File: src/rtl/branch_pc_sequencer.sv
// Program-counter sequencer: resolves EX-stage branches and ID-stage jumps,
// redirects fetch, flushes IF/ID for a fixed number of cycles, and keeps branch statistics.
module branch_pc_sequencer #(
    parameter int              PC_W         = 8,
    parameter logic [PC_W-1:0] RESET_PC     = '0,
    parameter int              FLUSH_CYCLES = 2,
    parameter int              CNT_W        = 16
) (
    input  logic             clk,
    input  logic             rst_n,
    input  logic             stall,
    input  logic             br_valid,
    input  logic [2:0]       bCtrl,
    input  logic [7:0]       r1,
    input  logic [7:0]       r2,
    input  logic [PC_W-1:0]  br_pc,
    input  logic [7:0]       br_off,
    input  logic             jmp_valid,
    input  logic [PC_W-1:0]  jmp_tgt,
    input  logic             cnt_clr,
    output logic [PC_W-1:0]  pc,
    output logic             flush,
    output logic             redirect,
    output logic [CNT_W-1:0] br_cnt,
    output logic [CNT_W-1:0] taken_cnt
);

    typedef enum logic {RUN, FLUSH} state_t;

    localparam logic [2:0] FLUSH_INIT = 3'(FLUSH_CYCLES - 1);

    state_t          state, state_nxt;
    logic [2:0]      fcnt, fcnt_nxt;
    logic [PC_W-1:0] pc_nxt;
    logic            redirect_nxt;

    logic [8:0]      diff;
    logic            eq, ltu, lt, cond;
    logic [PC_W-1:0] off_ext, br_tgt, jmp_addr;
    logic            sample, take_br, take_jmp, count_br;
    logic            jmp_lsb_unused;

    // Bit 8 of the widened subtract is the unsigned borrow.
    assign diff = {1'b0, r1} - {1'b0, r2};
    assign eq   = (diff[7:0] == 8'd0);
    assign ltu  = diff[8];
    assign lt   = (r1[7] != r2[7]) ? r1[7] : ltu;

    always_comb begin
        cond = 1'b0;
        case (bCtrl)
            3'b000:  cond = eq;
            3'b001:  cond = !eq;
            3'b010:  cond = lt;
            3'b011:  cond = ltu;
            3'b100:  cond = !lt;
            3'b101:  cond = !ltu;
            default: cond = 1'b0;
        endcase
    end

    assign off_ext        = PC_W'($signed(br_off));
    assign br_tgt         = br_pc + (off_ext << 1);
    assign jmp_addr       = {jmp_tgt[PC_W-1:1], 1'b0};
    assign jmp_lsb_unused = jmp_tgt[0];

    // A branch is older than a jump in the same cycle, so it wins.
    assign sample   = (state == RUN) && !stall;
    assign count_br = sample && br_valid;
    assign take_br  = count_br && cond;
    assign take_jmp = sample && jmp_valid && !take_br;

    always_comb begin
        state_nxt    = state;
        fcnt_nxt     = fcnt;
        pc_nxt       = pc;
        redirect_nxt = 1'b0;
        if (!stall) begin
            case (state)
                RUN: begin
                    if (take_br || take_jmp) begin
                        pc_nxt       = take_br ? br_tgt : jmp_addr;
                        redirect_nxt = 1'b1;
                        fcnt_nxt     = FLUSH_INIT;
                        state_nxt    = FLUSH;
                    end else begin
                        pc_nxt = pc + PC_W'(2);
                    end
                end
                FLUSH: begin
                    pc_nxt = pc + PC_W'(2);
                    if (fcnt == 3'd0) state_nxt = RUN;
                    else              fcnt_nxt  = fcnt - 3'd1;
                end
                default: state_nxt = RUN;
            endcase
        end
    end

    always_ff @(posedge clk or negedge rst_n) begin
        if (!rst_n) begin
            state    <= RUN;
            fcnt     <= 3'd0;
            pc       <= RESET_PC;
            flush    <= 1'b0;
            redirect <= 1'b0;
        end else begin
            state    <= state_nxt;
            fcnt     <= fcnt_nxt;
            pc       <= pc_nxt;
            flush    <= (state_nxt == FLUSH);
            redirect <= redirect_nxt;
        end
    end

    // Clear beats increment and is honoured even while stalled.
    always_ff @(posedge clk or negedge rst_n) begin
        if (!rst_n) begin
            br_cnt    <= '0;
            taken_cnt <= '0;
        end else if (cnt_clr) begin
            br_cnt    <= '0;
            taken_cnt <= '0;
        end else begin
            if (count_br && (br_cnt != '1))   br_cnt    <= br_cnt + CNT_W'(1);
            if (take_br && (taken_cnt != '1)) taken_cnt <= taken_cnt + CNT_W'(1);
        end
    end

endmodule
File: config.mk
export PLATFORM = sky130hd
export DESIGN_NAME = branch_pc_sequencer
export DESIGN_NICKNAME = d
export VERILOG_FILES = /design/src/rtl/branch_pc_sequencer.sv
export SDC_FILE = /design/constraint.sdc
export NUM_CORES = 1
export LEC_CHECK = 0
export ABC_AREA = 1
export BUFFER_PORTS_ARGS = -buffer_cell sky130_fd_sc_hd__buf_2
export CAP_MARGIN = 30
export CORE_UTILIZATION = 35
export CTS_BUF_LIST = sky130_fd_sc_hd__clkbuf_4 sky130_fd_sc_hd__clkbuf_8
export DETAILED_ROUTE_END_ITERATION = 10
export MAX_ROUTING_LAYER = met4
export PLACE_DENSITY = 0.69
export SLEW_MARGIN = 0
export SYNTH_ARGS = -nofsm -noshare
export SYNTH_HDL_FRONTEND = slang
export SYNTH_SLANG_ARGS = --single-unit
File: constraint.sdc
create_clock -name clk -period 2 [get_ports clk]
set_input_delay 0.4 -clock clk [delete_from_list [all_inputs] [get_ports clk]]
set_output_delay 0.4 -clock clk [all_outputs]
set_load 0.01 [all_outputs]
# Yosys cells after proc, flatten, opt, wreduce, memory -nomap -nowiden

Index checks and enable logic that the tools add are counted.

Register bits: 45
Bits of input ports: 49
Output and inout port bits: 42
Word-level logic and storage cells: 60

Add/sub/neg operators: 6
Eq/ne operators: 10
Mux-type cells: 17
Bitwise logic cells: 2
Reduce and logical (&&, ||, !) cells: 19

Operators by type and width:

| kind                                                                   | number |
|---|---|
| 16-bit two-way mux                                                     | 4 |
| 16-bit by 1-bit adder with 16-bit output (second input constant)       | 2 |
| 16-bit != test (second input constant)                                 | 2 |
| 8-bit two-way mux                                                      | 2 |
| 8-bit one-hot mux with 2 select lines                                  | 1 |
| 8-bit by 8-bit subtractor with 9-bit output                            | 1 |
| 8-bit by 2-bit adder with 8-bit output (second input constant)         | 1 |
| 8-bit adder                                                            | 1 |
| 8-bit logical NOT                                                      | 1 |
| 1-bit logical AND                                                      | 7 |
| 3-bit by 2-bit equality test with 1-bit output (second input constant) | 2 |
| 3-bit equality test (second input constant)                            | 2 |
| 3-bit logical NOT                                                      | 2 |
| 3-bit two-way mux                                                      | 2 |
| 1-bit one-hot mux with 6 select lines                                  | 1 |
| 3-bit one-hot mux with 2 select lines                                  | 1 |
| 1-bit logical NOT                                                      | 5 |
| 1-bit two-way mux                                                      | 5 |
| 2-bit nonzero test                                                     | 2 |
| 3-bit by 1-bit equality test with 1-bit output (second input constant) | 1 |
| 3-bit AND reduction                                                    | 1 |
| 3-bit by 1-bit subtractor with 3-bit output (second input constant)    | 1 |
| 2-bit by 1-bit != test with 1-bit output (second input constant)       | 1 |
| 2-bit != test (second input constant)                                  | 1 |
| 4 further kinds                                                        | 5 |

# Longest topological paths before layout

Gate-level depths: netlist (run 1).

Depth after elaboration: 11
Depth in mapped cells: 21

# Least setup slack after synthesis (run 1)

Ideal clock, no wire load.

Path type: input -> register
Start: input port r1[0]
End: register taken_cnt[6]
Arrival: 2.274 ns
Required time: 1.879 ns
Setup slack: -0.396 ns
Cell stages on the path: 20
Buffers on the path: 1
Cells stage by stage: inv_1 -> ha_1 -> fa_1 -> inv_1 -> nand2_1 -> nand2_2 -> nand3_1 -> nand2_1 -> nand3_1 -> nor2_1 -> nand2_1 -> nand2_2 -> nand3_4 -> nand2_4 -> inv_4 -> nand2_2 -> nand2_4 -> buf_8 -> nand2_2 -> o21ai_2

Longest elaborated chain between the ends: 7
Elaborated cells on any way between the ends: 10
Those cells by class: add/sub (1); mux (2); reduce/logical (7)

Ends and longest elaborated chain:

| what                                                   | RTL line | RTL |
|---|---|---|
| start, declared                                        | 14       | `input logic [7:0] r1,` |
| 8-bit by 8-bit subtractor with 9-bit output (*)        | 44       | `assign diff = {1'b0, r1} - {1'b0, r2};` |
| 8-bit logical NOT or 1-bit two-way mux (tied branches) | 45, 47   |  |
| 1-bit logical NOT (on tied branches)                   | 53, 56   |  |
| 1-bit one-hot mux with 6 select lines (*)              | 51       | `case (bCtrl)` |
| 1-bit logical AND (*)                                  | 70       | `assign take_br = count_br && cond;` |
| 1-bit logical AND (*)                                  | 126      | `if (take_br && (taken_cnt != '1)) taken_cnt <= taken_cnt + CNT_W'(1);` |
| 2-bit nonzero test (no source line) (*)                | --       |  |
| end signal, assigned                                   | 126      |  |
| end, declared                                          | 25       | `output logic [CNT_W-1:0] taken_cnt` |

Mark *: on every way between the ends. The rest lies on a longest branch, timed or not.
A chain may end at the register's enable or synchronous reset.

# Worst setup path after layout (run 1)

Ends and elaborated chain as after synthesis.

==> results of run 1 <==
==> state kept, by name, indices dropped and copies added, names as in the netlist <==
register / flops
taken_cnt: 16
br_cnt: 16
pc: 8
state: 1
redirect: 1
fcnt: 3
==> cell families after synthesis <==
| family | count (synthesis) |
|---|---|
| AO/OA/AOI/OAI | 54 |
| flip-flops | 45 |
| adder cells (fa/ha/maj) | 21 |
| buffers and inverters | 82 |
| AND/OR/NAND/NOR | 270 |
| XOR/XNOR | 24 |
==> final cells by class <==
type                       count  area [um^2]
clock buffer                   6         76.3
clock inverter                 2         38.8
fill                        1028         5110
inverter                      75          294
multi-input combinational    369         2140
sequential                    45         1130
tap                          133          166
timing repair buffer         123          781
==> repair_timing <==
| action | 4_1_cts | 5_1_grt |
|---|---|---|
| buffers inserted | 1 | 0 |
| pin swaps | 11 | 4 |
| gates resized for setup | 10 | 20 |
| endpoints found under the setup margin | 29 | 33 |
==> worst paths after layout <==
kind	startpoint	end	slack, ps	depth (start not counted)
worst max-delay path	r1[0]	taken_cnt[6]$_DFFE_PN0P_	-150	21
worst max register to register	taken_cnt[5]$_DFFE_PN0P_	taken_cnt[6]$_DFFE_PN0P_	-130	10
worst min-delay path	rst_n	taken_cnt[8]$_DFFE_PN0P_	80	1
max in group asynchronous	rst_n	br_cnt[4]$_DFFE_PN0P_	1410	2
min in group clk	br_pc[0]	pc[0]$_DFFE_PN0P_	310	3
worst min register to register	pc[0]$_DFFE_PN0P_	pc[0]$_DFFE_PN0P_	480	2
==> cells in the final DEF (no fill, tap or decap), drive strengths merged, types with 14 or more instances in the layout <==
cell,synthesis,final
nor2,44,44
a21oi,22,22
nand3,53,53
nand2,138,138
nor3,14,14
inv,74,74
dfrtp,45,45
ha,19,19
o21ai,26,26
buf,4,123
xor2,17,17
==> critical path: cells and delay by family <==
kind                     cells  cell delay (ps)
AO/OA/AOI/OAI                1               40
buffers and inverters        5              390
AND/OR/NAND/NOR             13             1020
adder cells (fa/ha/maj)      2              480
==> stage by stage <==
stage	std cells	cell area [um^2]	power, mW
2_1_floorplan	496	3530	1.85
6_report	753	4620	3.01
5_1_grt	753	4620	3.24
4_1_cts	753	4560	3.03
3_3_place_gp	744	4390	2.23
3_5_place_dp	744	4390	2.28
==> layer usage <==
layer  GRT usage [%]  vias to the layer above  share of wire (%)
met5               -                        -                  0
met4            4.29                        0                1.1
met2            29.8                       82                 49
li1                -                     1841                  -
met1            23.3                     1646                 47
met3            2.26                        8                3.7
==> report_power, final <==
part           switching [mW]  leakage (nW)  internal, mW
clock                   0.326        0.0588         0.389
sequential              0.136         0.606          1.03
combinational           0.613          1.75         0.519
total                    1.08          2.42          1.94
==> results.md, run 1 <==
- Xor and xnor area share after synthesis: 6.02%
- RSZ-0062 raised after global routing: true
- Full die area: 10400 um^2
- Multiplexer area fraction after synthesis: 0%
- Final Wtd Congestion: 0.880
- First-pass GRT wire length: 14600 um
- Count leader, synth: nand2_1
- Status: finished, violations left
- Setup Viol. Count Final: 28
- Clock skew: 8.78 ps
- Synth warn: 0
- Fin. max-slew vios: 0
- DRT iter0 DRCs: 90
- Synth Area in Compound Gates: 8.96%
- Vias in the first global route: ~3.3k
- Leakage power: roughly 2.4 nW
- Number of synthesized flops with an enable pin: 0
- Failing checks: setup timing
- Row cnt: 36
- Worst VDD drop: roughly 0.47 mV
- Count of different cell masters after synthesis: 36
- Fin Hold WS: between 70 and 80 ps
- Diodes inserted: 0
- Initial antenna violation count: 0
- Final Cycle Share: 107%
- Average wire per standard cell: about 12 um
- Num CTS Buffers: 5
- Area Growth Syn to Fin: 32.4%
- Die width: 102 um
- CTS tree: yes
- Largest area contributor in the netlist: dfrtp_1
- Max Cap Viol: 0
- Clock Latency Late Sink: 300 ps
- Yosys top cell area share: roughly a third
- Hold WC Path Type: in -> async
- Commonest cells post-synth: nand2_1 (127), inv_1 (68), nand3_1 (49)
- Crit start category: primary input
- Syn Nets: 566
- Yosys reg bits: 45
- Seq/Total Area, Yosys: 32.2%
- Slowest stage delay, CP: 330 ps
- Routed WL: about 8900 um
- Port-buffer cells: around 90
- Fin util: 47.5%
- Hold buffers post-CTS: 0
- Crit path max-delay cell type: fa_2
- Detail Route Antenna Nets: 0
- Core ar.: a little under 10000 um^2
- Starting Density: roughly 36%
- Synth Area in Simple Gates: 35.1%
- Largest family of logic cells by synthesized area: simple AND/OR/NAND/NOR gates
- Vias per std cell: 4.75
- Largest net degree at the start of global routing: 25
- # DRC: 0
- Fin crit period: 2150 ps
- Clk buf depth: 2
- Asr flop ratio synth: 100%
- Share of cells above drive strength 1: a little over 30%
- H-tree Lvls: 2
- Critical path class: in -> reg
- Final WS setup: -147 ps
- Clk sinks: 45
- Top_reg_cell synth: dfrtp_1
- DRT Pass-1 Iters: 5
- Fin nets: 689
- Gr ovfl total: 0
- P per Cell Area: between 600 and 700 nW/um^2
- Synth Instances: 496
- Max-slew headroom: 63.1%
- Syn Area/Cell: a little over 7 um^2
- Chip height: slightly above 100 um
- Synth Area in Adders: under 10%
- Most used cell, CP: nand2_2
- Dpl hpwl: roughly 7100 um
- Io pins: 91
- Arr. time, crit path: 2340 ps
- Synthesized area: 3490 um^2
- Max Fanout on Critical Path: 9
- Setup WS pre-CTS: -598 ps
- Slew of the pin with the lowest slew margin: 554 ps
- Worst-path cell chain: buf_8 > inv_8 > ha_4 > fa_2 > inv_2 > nand2_2 > nand2_2 > nand3_2 > nand2_2 > nand3_2 > nor2_2 > nand2_1 > nand2_2 > nand3_4 > nand2_4 > inv_4 > nand2_4 > nand2_8 > buf_12 > nand2_2 > o21ai_2
- Clock-pin slew on the worst setup and hold paths: 90 ps
- Setup TNS Final: -3280 ps
- WP data required: 2200 ps
- GRT Resource Usage Total: between 10% and 20%
- Top cells by area, synth: dfrtp_1 (32%), nand2_1 (14%), inv_1 (7.3%)
- Final hold violation count: 0
- Root Buffer Master: clkbuf_8
- Crit. End Element: register
- Via count: roughly 3.6k
- Max Freq: 466 MHz
(Power assumes the default switching activity.)
==> run 2: changes to the inputs <==
--- a/config.mk
+++ b/config.mk
@@ -13,6 +13,7 @@
 export DETAILED_ROUTE_END_ITERATION = 10
 export MAX_ROUTING_LAYER = met4
 export PLACE_DENSITY = 0.69
+export REMOVE_ABC_BUFFERS = 1
 export SLEW_MARGIN = 0
 export SYNTH_ARGS = -nofsm -noshare
 export SYNTH_HDL_FRONTEND = slang
==> run 2 against run 1 <==
Effect of this change: combinational power grew 5%; first-iteration DRC count grew 120%; highest routed layer unchanged; largest power group is now combinational logic; non-clock buffer count shrank 3; the flow still finishes with violations (setup timing); critical endpoint is now taken_cnt[4]$_DFFE_PN0P_; clock skew grew 1.2 ps.
==> results.md, run 2 (same netlist as run 1, synthesis figures left out) <==
- Arr. time, crit path: 2390 ps (was 2340 ps)
- Max-slew headroom: 61.2% (was 63.1%)
- Share of cells above drive strength 1: 32.6% (was 30.6%)
- Chip height: 102 um (unchanged)
- Largest net degree at the start of global routing: 46 (was 25)
- Final hold violation count: 0 (unchanged)
- Clock-pin slew on the worst setup and hold paths: 90 ps (about the same)
- Final Power: 2.96 mW (was 3.01 mW)
- Final Cycle Share: 109% (was 107%)
- Area Growth Syn to Fin: 34.4% (was 32.4%)
- Hold buffers post-CTS: 0 (unchanged)
- Starting Density: 35.9% (unchanged)
- Average wire per standard cell: 12.3 um (was 11.8 um)
- Fin nets: 686 (was 689)
- Fin. max-slew vios: 0 (unchanged)
- Setup Viol. Count Final: 26 (was 28)
- Hold WC Path Type: in -> async (unchanged)
- Largest registers: br_cnt x16, taken_cnt x16, pc x8 (unchanged)
- Initial antenna violation count: 0 (unchanged)
- Io pins: 91 (unchanged)
- Crit. End Element: register (unchanged)
- Routed WL: 9250 um (was 8910 um)
- H-tree Lvls: 2 (unchanged)
- WP data required: 2200 ps (about the same)
- Vias per std cell: 4.90 (was 4.75)
- # DRC: 0 (unchanged)
- Commonest non-fill, non-tap cell in the layout: nand2_1 (unchanged)
- Failing checks: setup timing (unchanged)
- Port-buffer cells: 88 (unchanged)
- Core ar.: 9730 um^2 (unchanged)
- Diodes inserted: 0 (unchanged)
- GRT Resource Usage Total: 19.0% (was 18.0%)
- Gr ovfl total: 0 (unchanged)
- Root Buffer Master: clkbuf_8 (unchanged)
- Clk sinks: 45 (unchanged)
- Dpl hpwl: 6890 um (was 7080 um)
- Fin crit period: 2180 ps (was 2150 ps)
- Status: finished, violations left (unchanged)
- Leakage power: 2.45 nW (was 2.42 nW)
- Vias in the first global route: 3506 (was 3318)
- DRT iter0 DRCs: 200 (was 90)
- Slew of the pin with the lowest slew margin: 582 ps (was 554 ps)
- DRT Pass-1 Iters: 4 (was 5)
- Max Freq: 458 MHz (was 466 MHz)
- Fin Hold WS: 177 ps (was 75.2 ps)
- RSZ-0062 raised after global routing: true (unchanged)
- Max Cap Viol: 0 (unchanged)
- Detail Route Antenna Nets: 0 (unchanged)
- Fillers: 966 (was 1028)
- Worst VDD drop: 0.328 mV (was 0.471 mV)
- Clock Latency Late Sink: 310 ps (was 300 ps)
- Die width: 102 um (unchanged)
- First-pass GRT wire length: 15400 um (was 14600 um)
- Clock skew: 10.0 ps (was 8.78 ps)
- Commonest non-fill, non-tap cells in the layout: nand2_1 (107), buf_2 (86), inv_1 (66) (was nand2_1 (114), buf_2 (86), inv_1 (66))
- Num CTS Buffers: 5 (unchanged)
- P per Cell Area: 630 nW/um^2 (was 652 nW/um^2)
- Final Wtd Congestion: 0.941 (was 0.880)
- Setup WS pre-CTS: -666 ps (was -598 ps)
- Crit start category: primary input (unchanged)
- Clk buf depth: 2 (unchanged)
- Critical path class: in -> reg (unchanged)
- Final WS setup: -183 ps (was -147 ps)
- CTS tree: yes (unchanged)
- Row cnt: 36 (unchanged)
- Max Fanout on Critical Path: 8 (was 9)
- Via count: 3677 (was 3577)
- Full die area: 10400 um^2 (unchanged)
-- run 2: changes by cell type in the layout (fill, tap and decap cells not counted), sizes merged --
| cell | change |
|---|---|
| clkinv | -1 |
| buf | -3 |
| clkinvlp | +1 |
| bufinv | -1 |
| clkbuf | +1 |
-- run 2: routing by layer --
metal | up-vias | global-route usage (%) | share of wire, %
met4 | 0 | 5.60 | 1.5
met2 | 79 | 33.4 | 52
met1 | 1746 | 22.2 | 43
met3 | 12 | 3.15 | 3.5
met5 | - | - | 0
li1 | 1840 | - | -
-- run 2: final timing paths --
path	startpoint	slack, ps	depth (start not counted)	endpoint
max	r1[0]	-180	21	taken_cnt[4]$_DFFE_PN0P_
min	rst_n	180	2	br_cnt[11]$_DFFE_PN0P_
max reg2reg	taken_cnt[4]$_DFFE_PN0P_	-50	10	taken_cnt[4]$_DFFE_PN0P_
min reg2reg	pc[0]$_DFFE_PN0P_	470	2	pc[0]$_DFFE_PN0P_
max in group asynchronous	rst_n	1430	2	taken_cnt[10]$_DFFE_PN0P_
min in group clk	br_pc[0]	330	3	pc[0]$_DFFE_PN0P_
-- run 2: final cells by class --
cell class                      instances  area [um^2]  area share (%)
Sequential cell                        45         1130            24.0
Inverter                               75          292            6.21
Clock buffer                            7         83.8            1.79
Multi-Input combinational cell        369         2250            48.0
Tap cell                              133          166            3.54
Clock inverter                          1         7.51           0.160
Timing Repair Buffer                  120          766            16.3
-- run 2: through the flow --
stage	util (%)	TNS, ps	instances	cell area, um^2
after floorplan	-	-12100	489	3440
after global placement	43.8	-15430	735	4260
after detailed placement	43.8	-17750	735	4260
after CTS	46.4	-5110	747	4510
after global routing	48.3	-8090	750	4690
final	48.3	-4110	750	4690
-- run 2: timing repair --
action / CTS / global route
setup buffers: 3 / 3
cloned: 1 / 0
pin swaps: 15 / 19
gates resized for setup: 28 / 41
setup endpoints to repair: 29 / 33
-- run 2: worst max-delay path, cell delays in order --
cell,delay (ps)
buf_6,80
inv_4,30
ha_4,150
fa_2,330
inv_2,90
nand2_4,60
nand2_4,70
nand3_2,80
nand2_2,80
nand3_2,90
nor2_4,110
nand2_2,60
nand2_2,70
nand3_4,70
nand2_4,100
inv_4,50
nand2_4,70
nand2_8,100
buf_12,170
nand2_4,50
o21ai_2,40
-- run 2: power by group --
part / total [mW] / switching, mW / internal, mW
combinational: 1.19 / 0.658 / 0.530
sequential: 1.17 / 0.141 / 1.03
clock: 0.598 / 0.323 / 0.275
==> run 3: changes to the inputs <==
--- a/config.mk
+++ b/config.mk
@@ -9,7 +9,6 @@
 export BUFFER_PORTS_ARGS = -buffer_cell sky130_fd_sc_hd__buf_2
 export CAP_MARGIN = 30
 export CORE_UTILIZATION = 35
-export CTS_BUF_LIST = sky130_fd_sc_hd__clkbuf_4 sky130_fd_sc_hd__clkbuf_8
 export DETAILED_ROUTE_END_ITERATION = 10
 export MAX_ROUTING_LAYER = met4
 export PLACE_DENSITY = 0.69
==> run 3 against run 2 <==
Effect of this change: the run still ends with setup timing left; maximum frequency fell by 0.11%; flip-flop and latch count did not move; via count rose by 0.14%; cell count did not move; critical endpoint is now taken_cnt[10]$_DFFE_PN0P_; highest routed layer unchanged.
==> results.md, run 3 (same netlist as run 1, synthesis figures left out) <==
- Failing checks: setup timing (unchanged)
- Leakage power: 2.45 nW (about the same)
- Port-buffer cells: 88 (unchanged)
- H-tree Lvls: 2 (unchanged)
- Sequential cell area: 1130 um^2 (unchanged)
- Clk sinks: 45 (unchanged)
- RSZ-0062 raised after global routing: true (unchanged)
- Worst-path cell chain: buf_6 > inv_4 > ha_4 > fa_2 > inv_2 > nand2_4 > nand2_4 > nand3_2 > nand2_2 > nand3_2 > nor2_4 > nand2_2 > nand2_2 > nand3_4 > nand2_4 > inv_4 > nand2_4 > nand2_8 > buf_12 > nand2_4 > nand2_1 (was buf_6 > inv_4 > ha_4 > fa_2 > inv_2 > nand2_4 > nand2_4 > nand3_2 > nand2_2 > nand3_2 > nor2_4 > nand2_2 > nand2_2 > nand3_4 > nand2_4 > inv_4 > nand2_4 > nand2_8 > buf_12 > nand2_4 > o21ai_2)
- GRT Resource Usage Total: 19.0% (unchanged)
- Die width: 102 um (unchanged)
- DRT iter0 DRCs: 209 (was 200)
- First-pass GRT wire length: 15400 um (unchanged)
- # DRC: 0 (unchanged)
- Max Cap Viol: 0 (unchanged)
- Crit path max-delay cell type: fa_2 (unchanged)
- Dpl hpwl: 6890 um (unchanged)
- CTS tree: yes (unchanged)
- Vias in the first global route: 3503 (was 3506)
- WP data required: 2190 ps (was 2200 ps)
- P per Cell Area: 625 nW/um^2 (was 630 nW/um^2)
- Final Power: 2.93 mW (was 2.96 mW)
- Placed insts: 735 (unchanged)
- Worst VDD drop: 0.329 mV (was 0.328 mV)
- Core ar.: 9730 um^2 (unchanged)
- Starting Density: 35.9% (unchanged)
- Total area of multi-input combinational cells: 2250 um^2 (unchanged)
- Hold WC Path Type: in -> async (unchanged)
- Fin Hold WS: 180 ps (was 177 ps)
- Clock-pin slew on the worst setup and hold paths: 90 ps (about the same)
- DRT Pass-1 Iters: 4 (unchanged)
- Max Freq: 458 MHz (about the same)
- Chip height: 102 um (unchanged)
- Clock skew: 9.72 ps (was 10.0 ps)
- Crit start category: primary input (unchanged)
- Most used cell, CP: nand2_4 (unchanged)
- Clock Latency Late Sink: 300 ps (was 310 ps)
- Average wire per standard cell: 12.4 um (was 12.3 um)
- Final Cycle Share: 109% (about the same)
- Share of cells above drive strength 1: 32.3% (was 32.6%)
- Detail Route Antenna Nets: 0 (unchanged)
- Max-slew headroom: 61.1% (was 61.2%)
- Fillers: 969 (was 966)
- Crit. End Element: register (unchanged)
- Crit path max-delay family: simple AND/OR/NAND/NOR gates (unchanged)
- Final hold violation count: 0 (unchanged)
- Routed WL: 9270 um (was 9250 um)
- Final Wtd Congestion: 0.941 (unchanged)
- Largest net degree at the start of global routing: 46 (unchanged)
- Commonest non-fill, non-tap cell in the layout: nand2_1 (unchanged)
- Row cnt: 36 (unchanged)
- Worst Setup SP: r1[0] (unchanged)
- Commonest non-fill, non-tap cells in the layout: nand2_1 (107), buf_2 (86), inv_1 (66) (unchanged)
- Status: finished, violations left (unchanged)
- Io pins: 91 (unchanged)
- Setup Viol. Count Final: 26 (unchanged)
- Full die area: 10400 um^2 (unchanged)
- Clk buf depth: 2 (unchanged)
- Initial antenna violation count: 0 (unchanged)
- Reg-to-Reg Start: taken_cnt[4]$_DFFE_PN0P_ (unchanged)
- Root Buffer Master: clkbuf_8 (unchanged)
- Slew of the pin with the lowest slew margin: 583 ps (was 582 ps)
- Fin. max-slew vios: 0 (unchanged)
- Vias per std cell: 4.91 (was 4.90)
- Non-Filler Instances: 750 (unchanged)
- Critical path class: in -> reg (unchanged)
- Fin nets: 686 (unchanged)
- Buf/Inv on CP: 5 (unchanged)
- Max Fanout on Critical Path: 8 (unchanged)
- Area Growth Syn to Fin: 34.2% (was 34.4%)
- Largest registers: br_cnt x16, taken_cnt x16, pc x8 (unchanged)
- Arr. time, crit path: 2380 ps (was 2390 ps)
- Diodes inserted: 0 (unchanged)
- Fin crit period: 2180 ps (about the same)
- Via count: 3682 (was 3677)
- Hold buffers post-CTS: 0 (unchanged)
- Gr ovfl total: 0 (unchanged)
- Slowest stage delay, CP: 330 ps (about the same)
- Final WS setup: -185 ps (was -183 ps)
- Num CTS Buffers: 5 (unchanged)
==> run 3: cell types whose count changed in the layout (fill, tap and decap cells not counted) <==
cell	delta
clkbuf_1	+2
clkbuf_4	-2
==> run 3: layout make-up <==
type	count	share of cell area, %
clock inverters	1	0.160
flip-flops and latches	45	24.0
clock buffers	7	1.63
inverters	75	6.22
repair buffers	120	16.3
multi-input cells	369	48.1
well taps	133	3.55
==> run 3: routing by layer <==
metal	vias up	GRT usage [%]	part of all wire, %
met5	-	-	0
met4	0	5.60	1.1
met3	11	3.15	3.7
met2	94	33.4	52
met1	1737	22.2	43
li1	1840	-	-
==> run 3: power by group <==
part           leakage (nW)  internal [mW]  switching [mW]
registers             0.606           1.03           0.140
clock network        0.0385          0.248           0.322
logic                  1.80          0.530           0.659
==> run 3: timing repair <==
item,4_1_cts,5_1_grt
gates cloned,1,0
setup endpoints to repair,29,33
buffers inserted,3,3
pin swaps,15,19
endpoints found under the hold margin,0,0
gates resized for setup,28,41
==> run 3: final timing paths <==
path,endpoint,slack [ps],cells past startpoint
worst max-delay path,taken_cnt[10]$_DFFE_PN0P_,-180,21
worst min-delay path,br_cnt[11]$_DFFE_PN0P_,180,2
worst max register to register,taken_cnt[10]$_DFFE_PN0P_,-60,10
worst min register to register,pc[0]$_DFFE_PN0P_,470,2
max in group asynchronous,taken_cnt[10]$_DFFE_PN0P_,1420,2
min in group clk,pc[0]$_DFFE_PN0P_,330,3
==> run 3: per-stage QoR <==
step	area, um^2	TNS, ps	setup slack (ps)	util, %
floorplan	3440	-12100	-574	-
CTS	4510	-5110	-209	46.3
global placement	4260	-15430	-569	43.8
detailed placement	4260	-17750	-666	43.8
finish	4690	-4190	-185	48.2
global route	4690	-8090	-321	48.2
